$ cat src/rtl/serdesphy_pcs_pkg.sv
// Shared PCS definitions for the 4b5b RX decoder/aligner and the TX encoder.
// Holds the 4b5b data code table, the IDLE/J/K control codes, the 10-bit JK
// sync pattern used for symbol framing, and the alignment state encodings.
package serdesphy_pcs_pkg;

    localparam int SYM_W = 5;

    localparam logic [4:0] SYM_IDLE = 5'b11111;
    localparam logic [4:0] SYM_J    = 5'b11000;
    localparam logic [4:0] SYM_K    = 5'b10001;

    // J followed by K, MSB of J transmitted first.
    localparam logic [9:0] SYNC_JK = {SYM_J, SYM_K};

    // Indexed by nibble value; element 0 is the rightmost entry.
    localparam logic [15:0][4:0] DATA_CODES = {
        5'b11101, 5'b11100, 5'b11011, 5'b11010,   // F E D C
        5'b10111, 5'b10110, 5'b10011, 5'b10010,   // B A 9 8
        5'b01111, 5'b01110, 5'b01011, 5'b01010,   // 7 6 5 4
        5'b10101, 5'b10100, 5'b01001, 5'b11110    // 3 2 1 0
    };

    typedef enum logic [1:0] {
        ST_HUNT   = 2'd0,
        ST_VERIFY = 2'd1,
        ST_LOCKED = 2'd2
    } align_state_e;

    function automatic logic [4:0] enc_4b5b(input logic [3:0] nib);
        return DATA_CODES[nib];
    endfunction

endpackage

$ cat src/rtl/serdesphy_4b5b_dec.sv
// Combinational 4b5b symbol decoder.
// Ports:
//   code       - 5-bit received symbol, MSB first on the wire
//   nibble     - decoded data value (0 when not a data symbol)
//   is_data    - code is one of the 16 data symbols
//   is_idle    - code is IDLE
//   is_j/is_k  - code is the J / K sync symbol
//   is_invalid - code matches none of the above
module serdesphy_4b5b_dec
    import serdesphy_pcs_pkg::*;
(
    input  logic [4:0] code,
    output logic [3:0] nibble,
    output logic       is_data,
    output logic       is_idle,
    output logic       is_j,
    output logic       is_k,
    output logic       is_invalid
);

    always_comb begin
        nibble  = 4'd0;
        is_data = 1'b0;
        for (int i = 0; i < 16; i++) begin
            if (code == DATA_CODES[i]) begin
                nibble  = 4'(i);
                is_data = 1'b1;
            end
        end
        is_idle    = (code == SYM_IDLE);
        is_j       = (code == SYM_J);
        is_k       = (code == SYM_K);
        is_invalid = ~(is_data | is_idle | is_j | is_k);
    end

endmodule

$ cat src/rtl/serdesphy_rx_align_dec.sv
// RX PCS symbol aligner and 4b5b decoder.
// Hunts for the J/K sync pair in the serial bit stream, verifies framing over
// VERIFY_SYMS clean symbols, then decodes symbols into nibbles while locked.
// Ports:
//   clk_240m_rx / rst_n_240m_rx - RX clock, synchronous active-low reset
//   rx_en, rx_align_rst         - enable; level re-hunt + error counter clear
//   rx_serial_data/valid/error  - serial bit in, qualifier, per-bit error flag
//   rx_data, rx_valid           - decoded nibble and its one-cycle strobe
//   rx_aligned, align_state     - lock indication and framing state
//   rx_error, rx_idle_det       - one-cycle strobes for invalid / IDLE symbols
//   rx_sym_err_cnt              - saturating invalid-symbol counter
module serdesphy_rx_align_dec
    import serdesphy_pcs_pkg::*;
#(
    parameter int VERIFY_SYMS = 4,
    parameter int LOSS_SYMS   = 4,
    parameter int ERR_CNT_W   = 8
) (
    input  logic                 clk_240m_rx,
    input  logic                 rst_n_240m_rx,
    input  logic                 rx_en,
    input  logic                 rx_align_rst,
    input  logic                 rx_serial_data,
    input  logic                 rx_serial_valid,
    input  logic                 rx_serial_error,
    output logic [3:0]           rx_data,
    output logic                 rx_valid,
    output logic                 rx_aligned,
    output logic                 rx_error,
    output logic                 rx_idle_det,
    output logic [ERR_CNT_W-1:0] rx_sym_err_cnt,
    output logic [1:0]           align_state
);

    localparam logic [2:0]           PHASE_LAST  = 3'd4;
    localparam logic [3:0]           VERIFY_LAST = 4'(VERIFY_SYMS - 1);
    localparam logic [3:0]           LOSS_LAST   = 4'(LOSS_SYMS - 1);
    localparam logic [ERR_CNT_W-1:0] ERR_MAX     = '1;

    align_state_e         state_q, state_d;
    logic [9:0]           win_q, win_d;
    logic [2:0]           phase_q, phase_d;
    logic [3:0]           vcnt_q, vcnt_d;
    logic [3:0]           loss_q, loss_d;
    logic                 sym_err_q, sym_err_d;
    logic [ERR_CNT_W-1:0] err_cnt_q, err_cnt_d;
    logic [3:0]           data_q, data_d;
    logic                 valid_q, valid_d;
    logic                 error_q, error_d;
    logic                 idle_q, idle_d;
    logic                 aligned_q, aligned_d;

    logic [9:0] win_shift;
    logic [3:0] dec_nibble;
    logic       dec_is_data, dec_is_idle, dec_is_j, dec_is_k, dec_is_invalid;
    logic       sym_err_any, sym_good, sym_bad;

    // The symbol being completed is the low 5 bits of the window including
    // the bit arriving this cycle.
    assign win_shift = {win_q[8:0], rx_serial_data};

    serdesphy_4b5b_dec u_dec (
        .code       (win_shift[4:0]),
        .nibble     (dec_nibble),
        .is_data    (dec_is_data),
        .is_idle    (dec_is_idle),
        .is_j       (dec_is_j),
        .is_k       (dec_is_k),
        .is_invalid (dec_is_invalid)
    );

    // An error flagged on any bit of the symbol spoils the whole symbol.
    assign sym_err_any = sym_err_q | rx_serial_error;
    assign sym_good    = (dec_is_data | dec_is_idle | dec_is_j | dec_is_k) & ~sym_err_any;
    assign sym_bad     = dec_is_invalid | sym_err_any;

    always_comb begin
        state_d   = state_q;
        win_d     = win_q;
        phase_d   = phase_q;
        vcnt_d    = vcnt_q;
        loss_d    = loss_q;
        sym_err_d = sym_err_q;
        err_cnt_d = err_cnt_q;
        data_d    = data_q;
        valid_d   = 1'b0;
        error_d   = 1'b0;
        idle_d    = 1'b0;

        if (rx_serial_valid) begin
            win_d = win_shift;
        end

        if (rx_align_rst || !rx_en) begin
            state_d   = ST_HUNT;
            phase_d   = '0;
            vcnt_d    = '0;
            loss_d    = '0;
            sym_err_d = 1'b0;
            if (rx_align_rst) begin
                err_cnt_d = '0;
            end
        end else if (rx_serial_valid) begin
            case (state_q)
                ST_HUNT: begin
                    if (win_shift == SYNC_JK) begin
                        state_d   = ST_VERIFY;
                        phase_d   = '0;
                        vcnt_d    = '0;
                        sym_err_d = 1'b0;
                    end
                end
                default: begin
                    if (phase_q != PHASE_LAST) begin
                        phase_d   = phase_q + 3'(1);
                        sym_err_d = sym_err_any;
                    end else begin
                        phase_d   = '0;
                        sym_err_d = 1'b0;
                        if (sym_bad && err_cnt_q != ERR_MAX) begin
                            err_cnt_d = err_cnt_q + ERR_CNT_W'(1);
                        end
                        if (state_q == ST_VERIFY) begin
                            if (!sym_good) begin
                                state_d = ST_HUNT;
                                vcnt_d  = '0;
                            end else if (vcnt_q == VERIFY_LAST) begin
                                state_d = ST_LOCKED;
                                vcnt_d  = '0;
                                loss_d  = '0;
                            end else begin
                                vcnt_d = vcnt_q + 4'(1);
                            end
                        end else begin
                            if (!sym_good) begin
                                // The loss-triggering symbol gets no strobe since
                                // the block is leaving LOCKED on this edge.
                                if (loss_q == LOSS_LAST) begin
                                    state_d = ST_HUNT;
                                    loss_d  = '0;
                                end else begin
                                    loss_d  = loss_q + 4'(1);
                                    error_d = 1'b1;
                                end
                            end else begin
                                loss_d  = '0;
                                valid_d = dec_is_data;
                                idle_d  = dec_is_idle;
                                if (dec_is_data) begin
                                    data_d = dec_nibble;
                                end
                            end
                        end
                    end
                end
            endcase
        end

        aligned_d = (state_d == ST_LOCKED);
    end

    always_ff @(posedge clk_240m_rx) begin
        if (!rst_n_240m_rx) begin
            state_q   <= ST_HUNT;
            win_q     <= '0;
            phase_q   <= '0;
            vcnt_q    <= '0;
            loss_q    <= '0;
            sym_err_q <= 1'b0;
            err_cnt_q <= '0;
            data_q    <= '0;
            valid_q   <= 1'b0;
            error_q   <= 1'b0;
            idle_q    <= 1'b0;
            aligned_q <= 1'b0;
        end else begin
            state_q   <= state_d;
            win_q     <= win_d;
            phase_q   <= phase_d;
            vcnt_q    <= vcnt_d;
            loss_q    <= loss_d;
            sym_err_q <= sym_err_d;
            err_cnt_q <= err_cnt_d;
            data_q    <= data_d;
            valid_q   <= valid_d;
            error_q   <= error_d;
            idle_q    <= idle_d;
            aligned_q <= aligned_d;
        end
    end

    assign rx_data        = data_q;
    assign rx_valid       = valid_q;
    assign rx_error       = error_q;
    assign rx_idle_det    = idle_q;
    assign rx_aligned     = aligned_q;
    assign rx_sym_err_cnt = err_cnt_q;
    assign align_state    = state_q;

endmodule

$ cat config.mk
export PLATFORM = sky130hd
export DESIGN_NAME = serdesphy_rx_align_dec
export DESIGN_NICKNAME = d
export VERILOG_FILES = /design/src/rtl/serdesphy_pcs_pkg.sv /design/src/rtl/serdesphy_4b5b_dec.sv /design/src/rtl/serdesphy_rx_align_dec.sv
export SDC_FILE = /design/constraint.sdc
export NUM_CORES = 1
export LEC_CHECK = 0
export CORE_MARGIN = 1.5
export CORE_UTILIZATION = 55
export DETAILED_ROUTE_END_ITERATION = 12
export PLACE_DENSITY_LB_ADDON = 0.2
export SETUP_SLACK_MARGIN = 0.2
export SLEW_MARGIN = 20
export SYNTH_ARGS = -nofsm -noshare
export SYNTH_HDL_FRONTEND = slang
export SYNTH_SLANG_ARGS = --single-unit
$ cat constraint.sdc
create_clock -name clk_240m_rx -period 2.6 [get_ports clk_240m_rx]
set_clock_uncertainty 0.05 [all_clocks]
set_input_delay 0.52 -clock clk_240m_rx [delete_from_list [all_inputs] [get_ports clk_240m_rx]]
set_output_delay 0.52 -clock clk_240m_rx [all_outputs]
set_load 0.005 [all_outputs]
# Word-level counts from Yosys, hierarchy flattened
# Cells that the tools add are included.
# W data, S select, Z words.
dict set report op_classes {
  mul 0
  n_mux 65
  n_eq_ne 33
  n_reduce_logical 15
  bitwise 15
  div_mod_pow 0
  n_addsub 4
  shifts 0
  n_lt_le_gt_ge 0
}
# cell count
set ops {}
lappend ops {{$mux W4} 19}
lappend ops {{$eq A5 B5 Y1 const B} 14}
lappend ops {{$mux W8} 6}
lappend ops {{$eq A5 B4 Y1 const B} 5}
lappend ops {{$mux W2} 12}
lappend ops {{$mux W1} 21}
lappend ops {{$mux W3} 7}
lappend ops {{$reduce_or A7 Y1} 2}
lappend ops {{$eq A10 B10 Y1 const B} 1}
lappend ops {{$ne A2 B2 Y1 const B} 5}
lappend ops {{$reduce_and A5 Y1} 2}
lappend ops {{$not A1 Y1} 9}
lappend ops {{$add A4 B1 Y4 const B} 2}
lappend ops {{$add A8 B1 Y8 const B} 1}
lappend ops {{$eq A4 B2 Y1 const B} 2}
lappend ops {{$ne A8 B8 Y1 const B} 1}
lappend ops {{$reduce_and A7 Y1} 1}
lappend ops {{$reduce_bool A2 Y1} 3}
lappend ops {{$or A1 B1 Y1} 5}
lappend ops {{$ne A2 B1 Y1 const B} 2}
lappend ops {{$reduce_and A4 Y1} 1}
lappend ops {{$add A3 B1 Y3 const B} 1}
lappend ops {{$ne A3 B3 Y1 const B} 1}
lappend ops {{$eq A2 B1 Y1 const B} 1}
lappend ops {{8 further kinds} 8}
dict set report word_totals {
  ff_bits 39
  latch_bits 0
  mem_count 0
  in_bits 7
  rom_bits 0
  wordCells 144
  ramBits 0
}

# Longest topological paths before layout
# Gate-level depths: netlist of run 1.
dict set report logic_depth {
  depth_word 28
  ltp_mapped 7
  mapped_depth_nobuf 7
}

# Hierarchy
# A second synthesis of run 1 with hierarchy kept.
dict set report hier_totals {
  hier_cells 253
  hier_area_um2 2227.1
}
# mod cells_per_inst area_each_um2 n_inst
set by_module_without_submodules {}
lappend by_module_without_submodules {serdesphy_rx_align_dec 221 1983.2 1}
lappend by_module_without_submodules {serdesphy_4b5b_dec 32 244.0 1}

# Least setup slack after synthesis of run 1
# Ideal clock, no wire load.
dict set report synth_path {
  kind {register to register}
  startpoint {register phase_q[0]}
  endpoint {register err_cnt_q[5] (netlist: rx_sym_err_cnt[5])}
  stages_incl_launch_ff 8
  setup_slack_ns 0.734
  arrival_ns 1.746
  synth_period_minus_slack_ns 1.866
  cell_sequence {dfxtp_1 -> inv_1 -> ha_1 -> and3_1 -> o2111ai_1 -> a21o_1 -> or4_1 -> a21oi_1}
}
dict set report synth_between {
  elab_chain_len 3
}
# item line_no
set synth_lines {}
lappend synth_lines {{from (decl)} serdesphy_rx_align_dec.sv:42} ;# logic [2:0] phase_q, phase_d;
lappend synth_lines {{from (signal assigned)} serdesphy_rx_align_dec.sv:179} ;# phase_q <= phase_d;
lappend synth_lines {{$ne A3 B3 Y1} serdesphy_rx_align_dec.sv:114} ;# if (phase_q != PHASE_LAST) begin
lappend synth_lines {{$ne A2 B2 Y1 (no line)} -}
lappend synth_lines {{$reduce_and A5 Y1 (no line)} -}
lappend synth_lines {{to (signal assigned)} serdesphy_rx_align_dec.sv:183} ;# err_cnt_q <= err_cnt_d;
lappend synth_lines {{to (decl)} serdesphy_rx_align_dec.sv:46} ;# logic [ERR_CNT_W-1:0] err_cnt_q, err_cnt_d;
# No other way between the ends.
# A chain may end at the register's enable or synchronous reset.

# Worst setup path after layout of run 1
dict set report layout_path {
  startpoint {input rx_serial_valid}
  endpoint {register err_cnt_q[5] (netlist: rx_sym_err_cnt[5])}
}
dict set report layout_between {
  elab_chain_len 2
}
# item line_no
set layout_lines {}
lappend layout_lines {{from (decl)} serdesphy_rx_align_dec.sv:24} ;# input logic rx_serial_valid,
lappend layout_lines {{$reduce_bool A2 Y1 (no line)} -}
lappend layout_lines {{$reduce_and A5 Y1 (no line)} -}
# No other way between the ends.

==> out/results.ini, run 1 <==
[power_and_ir_drop]
p_per_area_nw_per_um2=440
intPower_mw=0.836
power_mw=1.08
leakage_nw=0.872
p_sw_mw=0.246
comb_power_share=0.058
seq_power_share=0.558
switching_share=0.227
p_clk_frac=0.383
ir_worst_vdd_mv=0.277

[global_routing]
antenna_found_initial=0
grt_max_degree=16
grt_util_all_layers=0.221
grt-ovfl-total=0
grt_pass1_wl_um=7140
grt_pass1_vias=1591

[synth]
synth.largest_area_cell=dfxtp_1
synthArstFlopShare=0
synthTopCellsByArea=dfxtp_1 38%, mux2i_1 6.3%, nand2_1 4.0%, nor2_1 3.6%, nor2b_1 3.6%
yosys_warnings=0
synth_seq_cells=39
syn_inst=240
syn_nets=252
ys.flop_type=dfxtp_1
syn-cell-area_um2=2060
seq_area_frac_synth=0.379
netlist.area_leader.share=0.379
synth.distinct_cells=45
synth.avg_cell_area_um2=8.58
synth_edf_count=0

[cts]
clockBufferDepth=2
cts_sinks=39
cts_buffers=5
ctsHoldBuffers=0
worstSkewPairLatency_ns=0.30
cts_setup_buffers=0
cts_tree=yes
root_buffer=clkbuf_8
cts_resized=0
clkSlewWorstSetupHoldPaths_ns=0.07
h-tree-depth=2

[place]
numPortBuffers=24
place_hpwl_um=3050
dpl_worst_slack_ns=0.0718
numPlacedInstances=311
gp_congestion=0.851
placed_area_um2=2370

[routing]
remaining_drc_errors=0
drt_iter0_drc=119
dr.pass1.iters=4
wl_per_cell_um=13.3
via_count=1788
vias_per_cell=5.62
detail-route-antenna-nets=0
wl_um=4240

[sta]
relSlewSlack=0.681
max_freq_ghz=0.449
tightest_slew_ns=0.479
finalMaxSlewViolations=0
fin_crit_ns=2.23
hold-worst-slack_ns=0.421
hold_violations=0
period_share=0.857
setup_viol=0
rsz0062_at_grt=no
worst_slack_ns=0.373
tns_ns=0

[min_path]
min_path_type=flop to flop
holdPathStages=2

[final_layout]
final_nets=282
layout_common_cells=39 x dfxtp_1, 24 x clkdlybuf4s50_1, 22 x nand2_1, 20 x nor2_1
area_growth_pct=19.5
multiInputGateArea_um2=1210
stdcell_count=318
register_area_um2=781
drive_above_1_share=0.0926
mostFrequentLayoutCell=dfxtp_1
stdcell_area_um2=2460
fin_util=0.677
diodes=0
fillCellCount=295

[floorplan]
io_pins=25
die_h_um=64.2
die_area_um2=4120
rows=22
start_util=0.566
coreArea_um2=3630
fp.dieW_um=64.2

[run]
maxCapViolations=0

[setup_path]
end_kind=flop
reg2reg_depth=7
cp-start-kind=input pin
criticalPathCategory=input pin to flop
critical_path.max_fanout=8
worstPathArrival_ns=2.40
cp_data_required_time_ns=2.78

[run_status]
status=finished clean

==> synthesized netlist by cell type, drive strengths merged, types with 2 or more instances <==
master,instances
dfxtp,39
nand2,23
nor2,20
mux2i,13
nand3,13
a21oi,12
nor2b,12
o21ai,10
nand4,9
and2,8
buf,7
o21a,7
xnor2,6
and3,5
ha,5
nand2b,5
inv,4
nor3,4
or2,4
nor3b,3
nor4,3
o31ai,3
or4,3
a2111oi,2
a211oi,2
clkbuf,2
nand3b,2
or3,2
==> layout make-up <==
cell class | instances | share of cell area
sequential | 39 | 0.318
tap | 48 | 0.0244
timing repair buffer | 32 | 0.122
multi-input combinational | 188 | 0.494
inverter | 4 | 0.00611
clock buffer | 6 | 0.0336
clock inverter | 1 | 0.00204
==> kinds of logic (layout without fill, tap and decap cells) <==
kind of cell / Yosys count / count (layout) / synth area share
AOI/OAI and AO/OA: 45 / 45 / 0.158
xor gates and xnor gates: 6 / 6 / 0.0255
adders and majority gates: 5 / 5 / 0.0304
buffers and inverters: 13 / 43 / 0.0304
DFF: 39 / 39 / 0.379
muxes: 13 / 13 / 0.0632
and+or+nand+nor: 119 / 119 / 0.313
==> power groups by stage <==
stage,logic [mW],registers [mW],clock network (mW)
6_report,0.0631,0.604,0.415
5_1_grt,0.0676,0.604,0.465
4_1_cts,0.0628,0.604,0.427
3_5_place_dp,0.0624,0.618,0
3_3_place_gp,0.0622,0.618,0
2_1_floorplan,0.0408,0.613,0
==> sequential cells by signal (all words and copies together), names as in the netlist <==
register and cells:
vcnt_q 4, align_state 2, rx_sym_err_cnt 8, phase_q 3, loss_q 4, rx_data 4
sym_err_q 1, rx_error 1, rx_idle_det 1, win_q 9, rx_valid 1, rx_aligned 1
==> worst max-delay path, cell delays in order <==
cell	delay [ns]
clkdlybuf4s50_1	0.52
and3_1	0.27
o2111ai_1	0.19
a21o_1	0.27
or4_1	0.49
a21oi_1	0.15
==> worst paths after layout <==
check             slack [ns]                end             from
setup / recovery        0.37  rx_sym_err_cnt[5]  rx_serial_valid
hold / removal          0.42         rx_data[0]       rx_data[0]
setup reg to reg        0.51  rx_sym_err_cnt[5]       phase_q[0]
hold reg to reg         0.42         rx_data[0]       rx_data[0]
==> metal layers <==
metal | wire length, um | GRT usage
met5 | 0 | 0
met4 | 68 | 0.0957
met3 | 160 | 0.0704
met2 | 1890 | 0.332
met1 | 2120 | 0.290
No activity file was read; power rests on OpenSTA's default activity.
==> run 2: changes to the inputs <==
--- a/config.mk
+++ b/config.mk
@@ -5,6 +5,7 @@
 export SDC_FILE = /design/constraint.sdc
 export NUM_CORES = 1
 export LEC_CHECK = 0
+export ABC_AREA = 0
 export CORE_MARGIN = 1.5
 export CORE_UTILIZATION = 55
 export DETAILED_ROUTE_END_ITERATION = 12
==> results of run 2 <==
No change in the layout: final DEF, timing and power equal those of run 1.
==> run 3: changes to the inputs <==
--- a/config.mk
+++ b/config.mk
@@ -9,6 +9,7 @@
 export CORE_MARGIN = 1.5
 export CORE_UTILIZATION = 55
 export DETAILED_ROUTE_END_ITERATION = 12
+export HOLD_SLACK_MARGIN = 0.06
 export PLACE_DENSITY_LB_ADDON = 0.2
 export SETUP_SLACK_MARGIN = 0.2
 export SLEW_MARGIN = 20
==> results of run 3 <==
No change in the layout: final DEF, timing and power equal those of run 1.
